==> src/rtl/alu_unit.sv <==
// Single-stage integer ALU for the out-of-order core: computes RV32I arithmetic,
// jump and branch results and registers them onto the ALU CDB slot one cycle after issue.
`ifndef DATA_WIDTH
`define DATA_WIDTH 31:0
`endif
`ifndef ROB_WIDTH
`define ROB_WIDTH 4:0
`endif
`ifndef ZERO_ROB
`define ZERO_ROB 0
`endif
`ifndef OPERATION_BUS
`define OPERATION_BUS 5:0
`endif

module alu_unit (
  input  logic                  clk,
  input  logic                  rst,
  input  logic                  ena,
  input  logic                  in_rollback,
  input  logic [`OPERATION_BUS] in_op,
  input  logic [`DATA_WIDTH]    in_Vj,
  input  logic [`DATA_WIDTH]    in_Vk,
  input  logic [`DATA_WIDTH]    in_imm,
  input  logic [`DATA_WIDTH]    in_pc,
  input  logic [`ROB_WIDTH]     in_rob_tag,
  output logic [`ROB_WIDTH]     out_cdb_rob_tag,
  output logic [`DATA_WIDTH]    out_cdb_data,
  output logic                  out_branch_valid,
  output logic                  out_branch_taken,
  output logic [`DATA_WIDTH]    out_branch_target
);

  localparam logic [`ROB_WIDTH] NO_TAG = `ZERO_ROB;

  localparam logic [5:0] OP_NOP   = 6'd0;
  localparam logic [5:0] OP_ADD   = 6'd1;
  localparam logic [5:0] OP_SUB   = 6'd2;
  localparam logic [5:0] OP_SLL   = 6'd3;
  localparam logic [5:0] OP_SLT   = 6'd4;
  localparam logic [5:0] OP_SLTU  = 6'd5;
  localparam logic [5:0] OP_XOR   = 6'd6;
  localparam logic [5:0] OP_SRL   = 6'd7;
  localparam logic [5:0] OP_SRA   = 6'd8;
  localparam logic [5:0] OP_OR    = 6'd9;
  localparam logic [5:0] OP_AND   = 6'd10;
  localparam logic [5:0] OP_ADDI  = 6'd11;
  localparam logic [5:0] OP_SLTI  = 6'd12;
  localparam logic [5:0] OP_SLTIU = 6'd13;
  localparam logic [5:0] OP_XORI  = 6'd14;
  localparam logic [5:0] OP_ORI   = 6'd15;
  localparam logic [5:0] OP_ANDI  = 6'd16;
  localparam logic [5:0] OP_SLLI  = 6'd17;
  localparam logic [5:0] OP_SRLI  = 6'd18;
  localparam logic [5:0] OP_SRAI  = 6'd19;
  localparam logic [5:0] OP_LUI   = 6'd20;
  localparam logic [5:0] OP_AUIPC = 6'd21;
  localparam logic [5:0] OP_JAL   = 6'd22;
  localparam logic [5:0] OP_JALR  = 6'd23;
  localparam logic [5:0] OP_BEQ   = 6'd24;
  localparam logic [5:0] OP_BNE   = 6'd25;
  localparam logic [5:0] OP_BLT   = 6'd26;
  localparam logic [5:0] OP_BGE   = 6'd27;
  localparam logic [5:0] OP_BLTU  = 6'd28;
  localparam logic [5:0] OP_BGEU  = 6'd29;

  logic [`ROB_WIDTH]  tag_d, tag_q;
  logic [`DATA_WIDTH] data_d, data_q;
  logic               bv_d, bv_q;
  logic               bt_d, bt_q;
  logic [`DATA_WIDTH] tgt_d, tgt_q;

  logic [`DATA_WIDTH] pc_plus4, pc_plus_imm, jalr_sum;
  logic [4:0]         sh_r, sh_i;

  assign pc_plus4    = in_pc + 32'd4;
  assign pc_plus_imm = in_pc + in_imm;
  assign jalr_sum    = in_Vj + in_imm;
  assign sh_r        = in_Vk[4:0];
  assign sh_i        = in_imm[4:0];

  always_comb begin
    tag_d  = in_rob_tag;
    data_d = '0;
    bv_d   = 1'b0;
    bt_d   = 1'b0;
    tgt_d  = '0;
    case (in_op)
      OP_ADD:   data_d = in_Vj + in_Vk;
      OP_SUB:   data_d = in_Vj - in_Vk;
      OP_SLL:   data_d = in_Vj << sh_r;
      OP_SLT:   data_d = {31'd0, $signed(in_Vj) < $signed(in_Vk)};
      OP_SLTU:  data_d = {31'd0, in_Vj < in_Vk};
      OP_XOR:   data_d = in_Vj ^ in_Vk;
      OP_SRL:   data_d = in_Vj >> sh_r;
      OP_SRA:   data_d = $unsigned($signed(in_Vj) >>> sh_r);
      OP_OR:    data_d = in_Vj | in_Vk;
      OP_AND:   data_d = in_Vj & in_Vk;
      OP_ADDI:  data_d = in_Vj + in_imm;
      OP_SLTI:  data_d = {31'd0, $signed(in_Vj) < $signed(in_imm)};
      OP_SLTIU: data_d = {31'd0, in_Vj < in_imm};
      OP_XORI:  data_d = in_Vj ^ in_imm;
      OP_ORI:   data_d = in_Vj | in_imm;
      OP_ANDI:  data_d = in_Vj & in_imm;
      OP_SLLI:  data_d = in_Vj << sh_i;
      OP_SRLI:  data_d = in_Vj >> sh_i;
      OP_SRAI:  data_d = $unsigned($signed(in_Vj) >>> sh_i);
      OP_LUI:   data_d = in_imm;
      OP_AUIPC: data_d = pc_plus_imm;
      OP_JAL: begin
        data_d = pc_plus4;
        bv_d   = 1'b1;
        bt_d   = 1'b1;
        tgt_d  = pc_plus_imm;
      end
      OP_JALR: begin
        data_d = pc_plus4;
        bv_d   = 1'b1;
        bt_d   = 1'b1;
        tgt_d  = {jalr_sum[31:1], 1'b0};
      end
      OP_BEQ, OP_BNE, OP_BLT, OP_BGE, OP_BLTU, OP_BGEU: begin
        bv_d = 1'b1;
        case (in_op)
          OP_BEQ:  bt_d = (in_Vj == in_Vk);
          OP_BNE:  bt_d = (in_Vj != in_Vk);
          OP_BLT:  bt_d = ($signed(in_Vj) < $signed(in_Vk));
          OP_BGE:  bt_d = ($signed(in_Vj) >= $signed(in_Vk));
          OP_BLTU: bt_d = (in_Vj < in_Vk);
          default: bt_d = (in_Vj >= in_Vk);
        endcase
        tgt_d = bt_d ? pc_plus_imm : pc_plus4;
      end
      default:  tag_d = NO_TAG;
    endcase
    // A flush turns whatever was issued into a bubble.
    if (in_rollback || (in_op == OP_NOP)) begin
      tag_d  = NO_TAG;
      data_d = '0;
      bv_d   = 1'b0;
      bt_d   = 1'b0;
      tgt_d  = '0;
    end
  end

  always_ff @(posedge clk or posedge rst) begin
    if (rst) begin
      tag_q  <= NO_TAG;
      data_q <= '0;
      bv_q   <= 1'b0;
      bt_q   <= 1'b0;
      tgt_q  <= '0;
    end else if (ena) begin
      tag_q  <= tag_d;
      data_q <= data_d;
      bv_q   <= bv_d;
      bt_q   <= bt_d;
      tgt_q  <= tgt_d;
    end
  end

  assign out_cdb_rob_tag   = tag_q;
  assign out_cdb_data      = data_q;
  assign out_branch_valid  = bv_q;
  assign out_branch_taken  = bt_q;
  assign out_branch_target = tgt_q;

endmodule
==> config.mk <==
export PLATFORM = sky130hd
export DESIGN_NAME = alu_unit
export DESIGN_NICKNAME = d
export VERILOG_FILES = /design/src/rtl/alu_unit.sv
export SDC_FILE = /design/constraint.sdc
export NUM_CORES = 1
export LEC_CHECK = 0
export CELL_PAD_IN_SITES_DETAIL_PLACEMENT = 1
export CELL_PAD_IN_SITES_GLOBAL_PLACEMENT = 1
export CORE_MARGIN = 3
export CORE_UTILIZATION = 31
export CTS_CLUSTER_SIZE = 20
export DETAILED_ROUTE_END_ITERATION = 7
export GPL_ROUTABILITY_DRIVEN = 0
export GPL_TIMING_DRIVEN = 0
export PLACE_DENSITY_LB_ADDON = 0.12
export SETUP_SLACK_MARGIN = 0.4
export SYNTH_ARGS = -nofsm -noshare
export SYNTH_HDL_FRONTEND = slang
export SYNTH_SLANG_ARGS = --single-unit
export TNS_END_PERCENT = 50
==> constraint.sdc <==
create_clock -name clk -period 5.05 [get_ports clk]
set_input_delay 1.01 -clock clk [delete_from_list [all_inputs] [get_ports clk]]
set_output_delay 1.01 -clock clk [all_outputs]
set_load 0.01 [all_outputs]
==> impl_summary.txt, run 1 <==
----------------------------------------------------
[Pwr]
  Leakage power summed over all cells ... ~11 nW
  Power per cell area ... 158 nW/um2
  Largest voltage drop on the vdd net ... ~150 uV
  Final Power ... between 4 and 5 mW

[Setup path]
  CP endpoint kind ... register
  Worst Reg2Reg Path Length in Cells ... 7
  CP peak stage delay ... between 600 and 700 ps
  Worst path most repeated cell ... sky130_fd_sc_hd__a21oi_1
  CP max stage cell ... sky130_fd_sc_hd__dlygate4sd2_1
  Path type of the worst setup path ... input port to register
  Critical path required time ... around 5400 ps
  Top fanout value on the critical path ... 10
  Arrival @ worst endpoint ... roughly 5000 ps
  Cells along the critical path ... dlygate4sd2_1 -> ha_1 -> clkbuf_2 -> a21oi_1 -> o211a_1 -> o211a_2 -> nor3b_1 -> nand4b_1 -> o2bb2ai_4 -> buf_6 -> nand2_2 -> buf_8 -> o22ai_1 -> a21oi_1 -> o2bb2ai_1
  CP Launch Type ... input port

[Drt]
  Number of detailed-routing iterations run before antenna repair ... 6
  Number of vias in the routed layout ... between 20000 and 30000
  Routed Wire Length ... 147000 um
  Initial DRC Count ... 3653
  Final routed DRC violation total ... 0
  Average wire per standard cell ... between 30 and 40 um
  Remaining antenna violation count after routing ... 0
  Routed vias/inst ... approximately 6.8

[Die]
  I/O pin count ... around 210
  Number of standard-cell rows in the floorplan ... 93
  Initial core utilization ... 31.5%
  Die Wd ... about 260 um
  Height of the chip ... 263 um
  Die outline area ... slightly below 70000 um2
  Area of the placeable core ... approximately 65000 um2

[Logic synthesis]
  Number of synthesis warnings ... 0
  Area share of the largest cell type after synthesis ... 9.67%
  Cell count after synthesis ... 2896
  Most area-consuming cells after synthesis ... sky130_fd_sc_hd__ha_1, sky130_fd_sc_hd__mux2i_1, sky130_fd_sc_hd__dfrtp_1
  Post-synthesis sequential area ratio ... approximately 8.7%
  Most used standard cell by instance count after synthesis ... sky130_fd_sc_hd__a21oi_1
  Post-synthesis async set-or-reset flop share ... 100%
  Cell type with the largest total area after synthesis ... sky130_fd_sc_hd__ha_1
  Register bit total from synthesis ... 71
  Top post-synthesis cells by count ... sky130_fd_sc_hd__a21oi_1, sky130_fd_sc_hd__nor2_1, sky130_fd_sc_hd__nand2_1
  Post-synthesis net count ... 3201
  Syn Std Cell Area ... 20400 um2
  Top_reg_cell synth ... sky130_fd_sc_hd__dfrtp_1
  EDFF count, synth ... 0
  Post-synth cell types ... 96
  Mean cell area of the mapped netlist ... 7.06 um2

[Run status]
  Status ... finished, violations left
  Violations in the final reports ... capacitance limit, slew limit

[STA]
  Total of endpoints with negative setup slack in the final report ... 0
  Clock skew after layout ... 0 ps
  Final worst-path cycle share ... between 90% and 100%
  Headroom to the max-slew limit ... -9.10%
  Final critical delay including setup and external delays ... about 4700 ps
  Minimum setup slack in the final design ... 321 ps
  Final Hold Violating Endpoints ... 0
  Top achievable clock speed ... about 210 MHz
  Fin. max-slew vios ... 18
  Worst-margin pin slew ... 1630 ps
  Setup repair after global routing missed its margin ... true

[Cells and area]
  Core occupancy in the finished layout ... 39.7%
  Synthesis-to-layout area growth ... 25.8%
  Fraction of layout cells with a size suffix above 1 ... 13.5%
  Filler cell count ... 8038
  Layout Nets ... 3476
  Design area ... 25700 um2

[Run]
  Maximum Capacitance Violations ... 2

[CTS]
  Count of hold buffers inserted by post-cts repair ... 0
  CTS root buf ... sky130_fd_sc_hd__clkbuf_16
  Clock-pin slew on the worst setup and hold paths ... 60 ps
  Number of sinks driven by the clock tree ... 71
  H-tree depth ... 3
  Number of clock buffers inserted by TritonCTS ... 9
  Clk_lat worst skew ... about 380 ps
  TritonCTS clock tree ... yes
  Number of buffers on the longest clock path ... 2

[Placement]
  Count of buffers from port buffering ... approximately 210
  Detailed placer's ending HPWL ... around 120000 um
  Cell area reported after detailed placement ... 23700 um2
  Worst Setup Slack post-DPL ... -1690 ps

[GRT]
  Vias in the first global route ... ~27000
  Total global-route track usage ... about 41%
  Initial antenna violation count ... 10
  Maximum number of pins on one net before global-route repair ... 38
  Wire length of the first global-routing pass ... 203000 um
  Overflow left after global routing ... 0

[Worst hold path]
  Hold/Removal Path Class ... register to register
  Number of cells traversed by the worst hold path ... 1

----------------------------------------------------
layout by cell type, fill, tap and decap left out, drive strengths merged, types with 16 or more instances in the layout:
cell	count
a21o	47
a221o	23
a22oi	28
clkbuf	162
a31oi	34
a21oi	282
mux4	26
a221oi	25
dlymetal6s2s	27
nand2	259
clkdlybuf4s50	160
and3	20
buf	123
nand3	72
o21bai	32
dfrtp	71
o211ai	36
xnor2	108
o21a	20
nor2b	32
o2bb2ai	20
mux2i	194
nand4	45
and2	19
o22ai	53
or3	16
o221ai	26
o21ai	162
nor4	21
nor2	263
ha	158
a311oi	16
mux2	17
xor2	46
nor3	69
nand2b	22
inv	154
a211oi	40
cells by family (layout without fill, tap and decap cells):
group | count (synthesis) | count (layout) | share of synthesized area [%]
AOI/OAI and AO/OA | 997 | 997 | 32.7
and+or+nand+nor | 899 | 899 | 21.1
buffers and inverters | 376 | 656 | 7.45
muxes | 237 | 237 | 13.3
adders and majority gates | 162 | 162 | 10.1
xor gates and xnor gates | 154 | 154 | 6.60
DFF | 71 | 71 | 8.69
other | 0 | 4 | 0
final cells by class:
class,count,area [um2],area share [%]
multi-input cells,2449,18100,70.5
well taps,855,1070,4.16
clock buffers,9,225,0.876
inverters,157,599,2.33
repair buffers,265,2630,10.2
plain buffers,218,1230,4.77
diodes,4,10.0,0.0389
flip-flops and latches,71,1780,6.91
clock inverters,7,50.0,0.195
power breakdown:
| part | switching, mW | internal, mW | leakage [nW] |
|---|---|---|---|
| sequential | 0.0110 | 0.579 | 0.986 |
| combinational | 1.83 | 0.932 | 9.67 |
| clock | 0.387 | 0.335 | 0.127 |
metrics by stage:
step                      instances  setup TNS, ps  hold slack, ps
after floorplan                2896              0             509
after global placement         3962        -101520             468
after detailed placement       3969         -77610             472
after CTS                      4002              0             487
after global routing           4031              0             503
final                          4035              0             487
state kept, by name, indices dropped and copies added, names as in the netlist:
signal,cells
out_branch_taken,1
out_cdb_data,32
out_cdb_rob_tag,5
out_branch_valid,1
out_branch_target,32
worst paths after layout:
kind | slack (ps) | endpoint | start
worst max-delay path | 320 | out_branch_target[27]$_DFFE_PP0P_ | in_Vj[21]
worst min-delay path | 490 | out_branch_valid$_DFFE_PP0P_ | out_branch_valid$_DFFE_PP0P_
worst max register to register | 2310 | out_cdb_data[10]$_DFFE_PP0P_ | out_cdb_data[10]$_DFFE_PP0P_
worst min register to register | 490 | out_branch_valid$_DFFE_PP0P_ | out_branch_valid$_DFFE_PP0P_
max in group asynchronous | 3370 | out_cdb_data[15]$_DFFE_PP0P_ | rst
min in group asynchronous | 1030 | out_branch_target[22]$_DFFE_PP0P_ | rst
worst max-delay path, delay by kind of cell:
family                     cells  cell delay [ps]
AOI/OAI and AO/OA              7             1690
adders and majority gates      1              350
buffers and inverters          4             1380
and+or+nand+nor                3              570
routing by layer:
| metal | share of wire, % | GRT usage (%) | wire length, um | vias up |
|---|---|---|---|---|
| li1 | - | - | - | 11400 |
| met3 | 13 | 13.9 | 18700 | 584 |
| met1 | 38 | 50.1 | 55300 | 13500 |
| met4 | 8.5 | 26.1 | 12500 | 8 |
| met5 | 0.030 | 0.0693 | 44 | - |
| met2 | 41 | 59.8 | 60300 | 2096 |
what timing repair did:
action                                  4_1_cts  5_1_grt
gates resized for setup                     198      274
pin swaps                                    12       26
cloned                                        0        2
setup buffers                                17       28
endpoints found under the setup margin       66       60
Power figures use the tool's default switching activity.
==> run 2, diff against run 1 <==
--- a/config.mk
+++ b/config.mk
@@ -14,6 +14,7 @@
 export GPL_ROUTABILITY_DRIVEN = 0
 export GPL_TIMING_DRIVEN = 0
 export PLACE_DENSITY_LB_ADDON = 0.12
+export RECOVER_POWER = 50
 export SETUP_SLACK_MARGIN = 0.4
 export SYNTH_ARGS = -nofsm -noshare
 export SYNTH_HDL_FRONTEND = slang
==> run 2 against run 1 <==
The flow still finishes with violations (capacitance limit, slew limit). Count of clock-buffer cells in the layout unchanged. Core utilization hardly changed. Critical path depth shrank 6. Die area stayed put. Non-clock buffer count is the same. Via count about the same. Clock power is essentially flat. Sequential power about the same. Worst setup slack got worse by 32 ps. Maximum frequency fell by 0.68%. Hold slack worse by 6.6 ps. Final area barely moved. Largest power group unchanged. Highest routed layer unchanged.
==> impl_summary.txt, run 2 (synthesis gave the netlist of run 1 again) <==
----------------------------------------------------
[STA]
  Top achievable clock speed ... 210 MHz
  Headroom to the max-slew limit ... -41.1%
  Worst-margin pin slew ... 2100 ps
  Setup repair after global routing missed its margin ... true
  Final worst-path cycle share ... 94.3%
  Fin. max-slew vios ... 53
  Final Hold Violating Endpoints ... 0
  Final critical delay including setup and external delays ... 4760 ps
  Total of endpoints with negative setup slack in the final report ... 0
  Clock skew after layout ... 0 ps

[Die]
  Initial core utilization ... 31.5%
  Area of the placeable core ... 64800 um2
  Number of standard-cell rows in the floorplan ... 93
  Die outline area ... 69100 um2
  I/O pin count ... 214
  Die Wd ... about 260 um
  Height of the chip ... around 260 um

[Placement]
  Cell area reported after detailed placement ... between 20000 and 25000 um2
  # placed instances ... a little under 4000
  Detailed placer's ending HPWL ... 118000 um
  Count of buffers from port buffering ... 211

[Pwr]
  Largest voltage drop on the vdd net ... between 150 and 200 uV
  NetSw ... between 2 and 2.5 mW
  Clock group share of total power ... 17.8%
  Switching part of the total ... a little over half
  Flop pwr share ... between 10 and 15%
  Comb power frac ... 67.8%
  Internal power consumption ... approximately 1.8 mW
  Leakage power summed over all cells ... between 10 and 15 nW
  Power per cell area ... 158 nW/um2

[CTS]
  Number of sinks driven by the clock tree ... 71
  TritonCTS clock tree ... yes
  Number of buffers on the longest clock path ... 2
  Clk_lat worst skew ... 380 ps
  Number of clock buffers inserted by TritonCTS ... 9
  Count of hold buffers inserted by post-cts repair ... 0
  CTS root buf ... sky130_fd_sc_hd__clkbuf_16
  H-tree depth ... 3
  Clock-pin slew on the worst setup and hold paths ... ~100 ps

[Drt]
  Number of detailed-routing iterations run before antenna repair ... 6
  Routed vias/inst ... 6.83
  Average wire per standard cell ... 36.4 um
  Routed Wire Length ... 147000 um
  Remaining antenna violation count after routing ... 0
  Number of vias in the routed layout ... 27600
  Final routed DRC violation total ... 0
  Initial DRC Count ... 3653

[Setup path]
  Critical path's top delay family ... buffers and inverters
  Reg-to-reg slack, setup ... about 2300 ps
  CP endpoint kind ... register
  CP max stage cell ... sky130_fd_sc_hd__clkbuf_1
  CP Launch Type ... input port
  Path type of the worst setup path ... input port to register
  Arrival @ worst endpoint ... roughly 5100 ps
  Cells along the critical path ... clkdlybuf4s50_1 -> clkbuf_1 -> nor2b_1 -> nor3_1 -> o211ai_1 -> a211o_1 -> a221oi_1 -> o2111ai_1 -> o32a_1
  Critical Path Start ... ena
  Startpoint of the most critical register-to-register path ... out_cdb_data[0]$_DFFE_PP0P_
  Timing endpoint of the critical path ... out_cdb_data[0]$_DFFE_PP0P_
  Capture point of the worst reg-to-reg path ... out_cdb_data[0]$_DFFE_PP0P_
  CP peak stage delay ... 980 ps
  Critical path required time ... about 5400 ps
  Number of stages on the worst setup path ... 9
  Worst Reg2Reg Path Length in Cells ... 7
  Top fanout value on the critical path ... 10
  Buffers and inverters on the worst path ... 2

[Cells and area]
  Layout Nets ... 3476
  Leading cell type in the layout, fill and taps excluded ... sky130_fd_sc_hd__a21oi_1
  Combined flip-flop and latch cell area ... 1780 um2
  Filler cell count ... approximately 8000
  Fraction of layout cells with a size suffix above 1 ... roughly 14%
  Commonest non-fill, non-tap cells in the layout ... sky130_fd_sc_hd__a21oi_1, sky130_fd_sc_hd__nor2_1, sky130_fd_sc_hd__nand2_1
  Core occupancy in the finished layout ... 39.7%
  Total area of multi-input combinational cells ... roughly 18000 um2
  Finished Layout Cells ... 4034
  Synthesis-to-layout area growth ... 25.8%
  Design area ... 25700 um2

[GRT]
  Overflow left after global routing ... 0
  Total global-route track usage ... 40.5%
  Vias in the first global route ... between 20000 and 30000
  Initial antenna violation count ... 10
  Wire length of the first global-routing pass ... 203000 um
  Maximum number of pins on one net before global-route repair ... 38

[Run]
  Maximum Capacitance Violations ... 3

[Run status]
  Violations in the final reports ... capacitance limit, slew limit
  Status ... finished, violations left

[Worst hold path]
  Hold/Removal Path Class ... register to register

----------------------------------------------------
==> run 2: cell count changes in the layout (fill, tap and decap cells not counted) <==
| cell | before | now |
|---|---|---|
| sky130_fd_sc_hd__diode_2 | 4 | 3 |
| sky130_fd_sc_hd__inv_4 | 1 | 0 |
| sky130_fd_sc_hd__dlygate4sd3_1 | 0 | 36 |
| sky130_fd_sc_hd__clkinvlp_2 | 0 | 1 |
| sky130_fd_sc_hd__clkdlybuf4s50_1 | 160 | 124 |
==> run 2: worst min path at each step <==
stage	depth (start not counted)	start	end	slack [ps]
after floorplan	2	out_branch_target[21]$_DFFE_PP0P_	out_branch_target[21]$_DFFE_PP0P_	510
after global placement	2	out_branch_target[21]$_DFFE_PP0P_	out_branch_target[21]$_DFFE_PP0P_	470
after detailed placement	1	out_branch_valid$_DFFE_PP0P_	out_branch_valid$_DFFE_PP0P_	470
after CTS	1	out_branch_valid$_DFFE_PP0P_	out_branch_valid$_DFFE_PP0P_	490
after global routing	1	out_branch_valid$_DFFE_PP0P_	out_branch_valid$_DFFE_PP0P_	500
final	1	out_branch_valid$_DFFE_PP0P_	out_branch_valid$_DFFE_PP0P_	480
==> run 2: repair_timing <==
| action | 4_1_cts | 5_1_grt |
|---|---|---|
| setup endpoints to repair | 66 | 60 |
| setup buffers | 17 | 28 |
| resized for setup | 198 | 274 |
| gates cloned | 0 | 2 |
| pin swaps | 12 | 26 |
| endpoints found under the hold margin | 0 | 0 |
==> run 2: per-stage QoR <==
step | setup slack (ps) | power (mW) | hold WS (ps) | setup TNS (ps)
floorplan | 695 | 2.03 | 509 | 0
global placement | -2340 | 2.97 | 468 | -101520
detailed placement | -1690 | 3.03 | 472 | -77610
CTS | 29.1 | 3.82 | 487 | 0
global route | 342 | 4.18 | 498 | 0
finish | 288 | 4.07 | 480 | 0
==> run 2: cell type report <==
| class | instances | area share, % |
|---|---|---|
| clock buffer | 9 | 0.876 |
| clock inverter | 7 | 0.195 |
| tap | 855 | 4.16 |
| inverter | 157 | 2.33 |
| buffer | 218 | 4.77 |
| antenna | 3 | 0.0292 |
| sequential | 71 | 6.91 |
| multi-input combinational | 2449 | 70.5 |
| timing repair buffer | 265 | 10.2 |
==> run 2: power groups by stage <==
stage          combinational, mW  clock, mW  sequential (mW)
2_1_floorplan               1.43          0            0.602
3_3_place_gp                2.37          0            0.601
3_5_place_dp                2.42          0            0.601
4_1_cts                     2.50      0.725            0.590
5_1_grt                     2.85      0.737            0.591
6_report                    2.76      0.723            0.590
==> run 2: layer usage <==
metal  global-route usage [%]  vias to the layer above  share of wire (%)
li1                         -                    11400                  -
met1                     50.1                    13600                 38
met2                     59.8                     2028                 41
met3                     13.9                      576                 13
met4                     26.1                        8                8.5
met5                   0.0693                        -              0.030
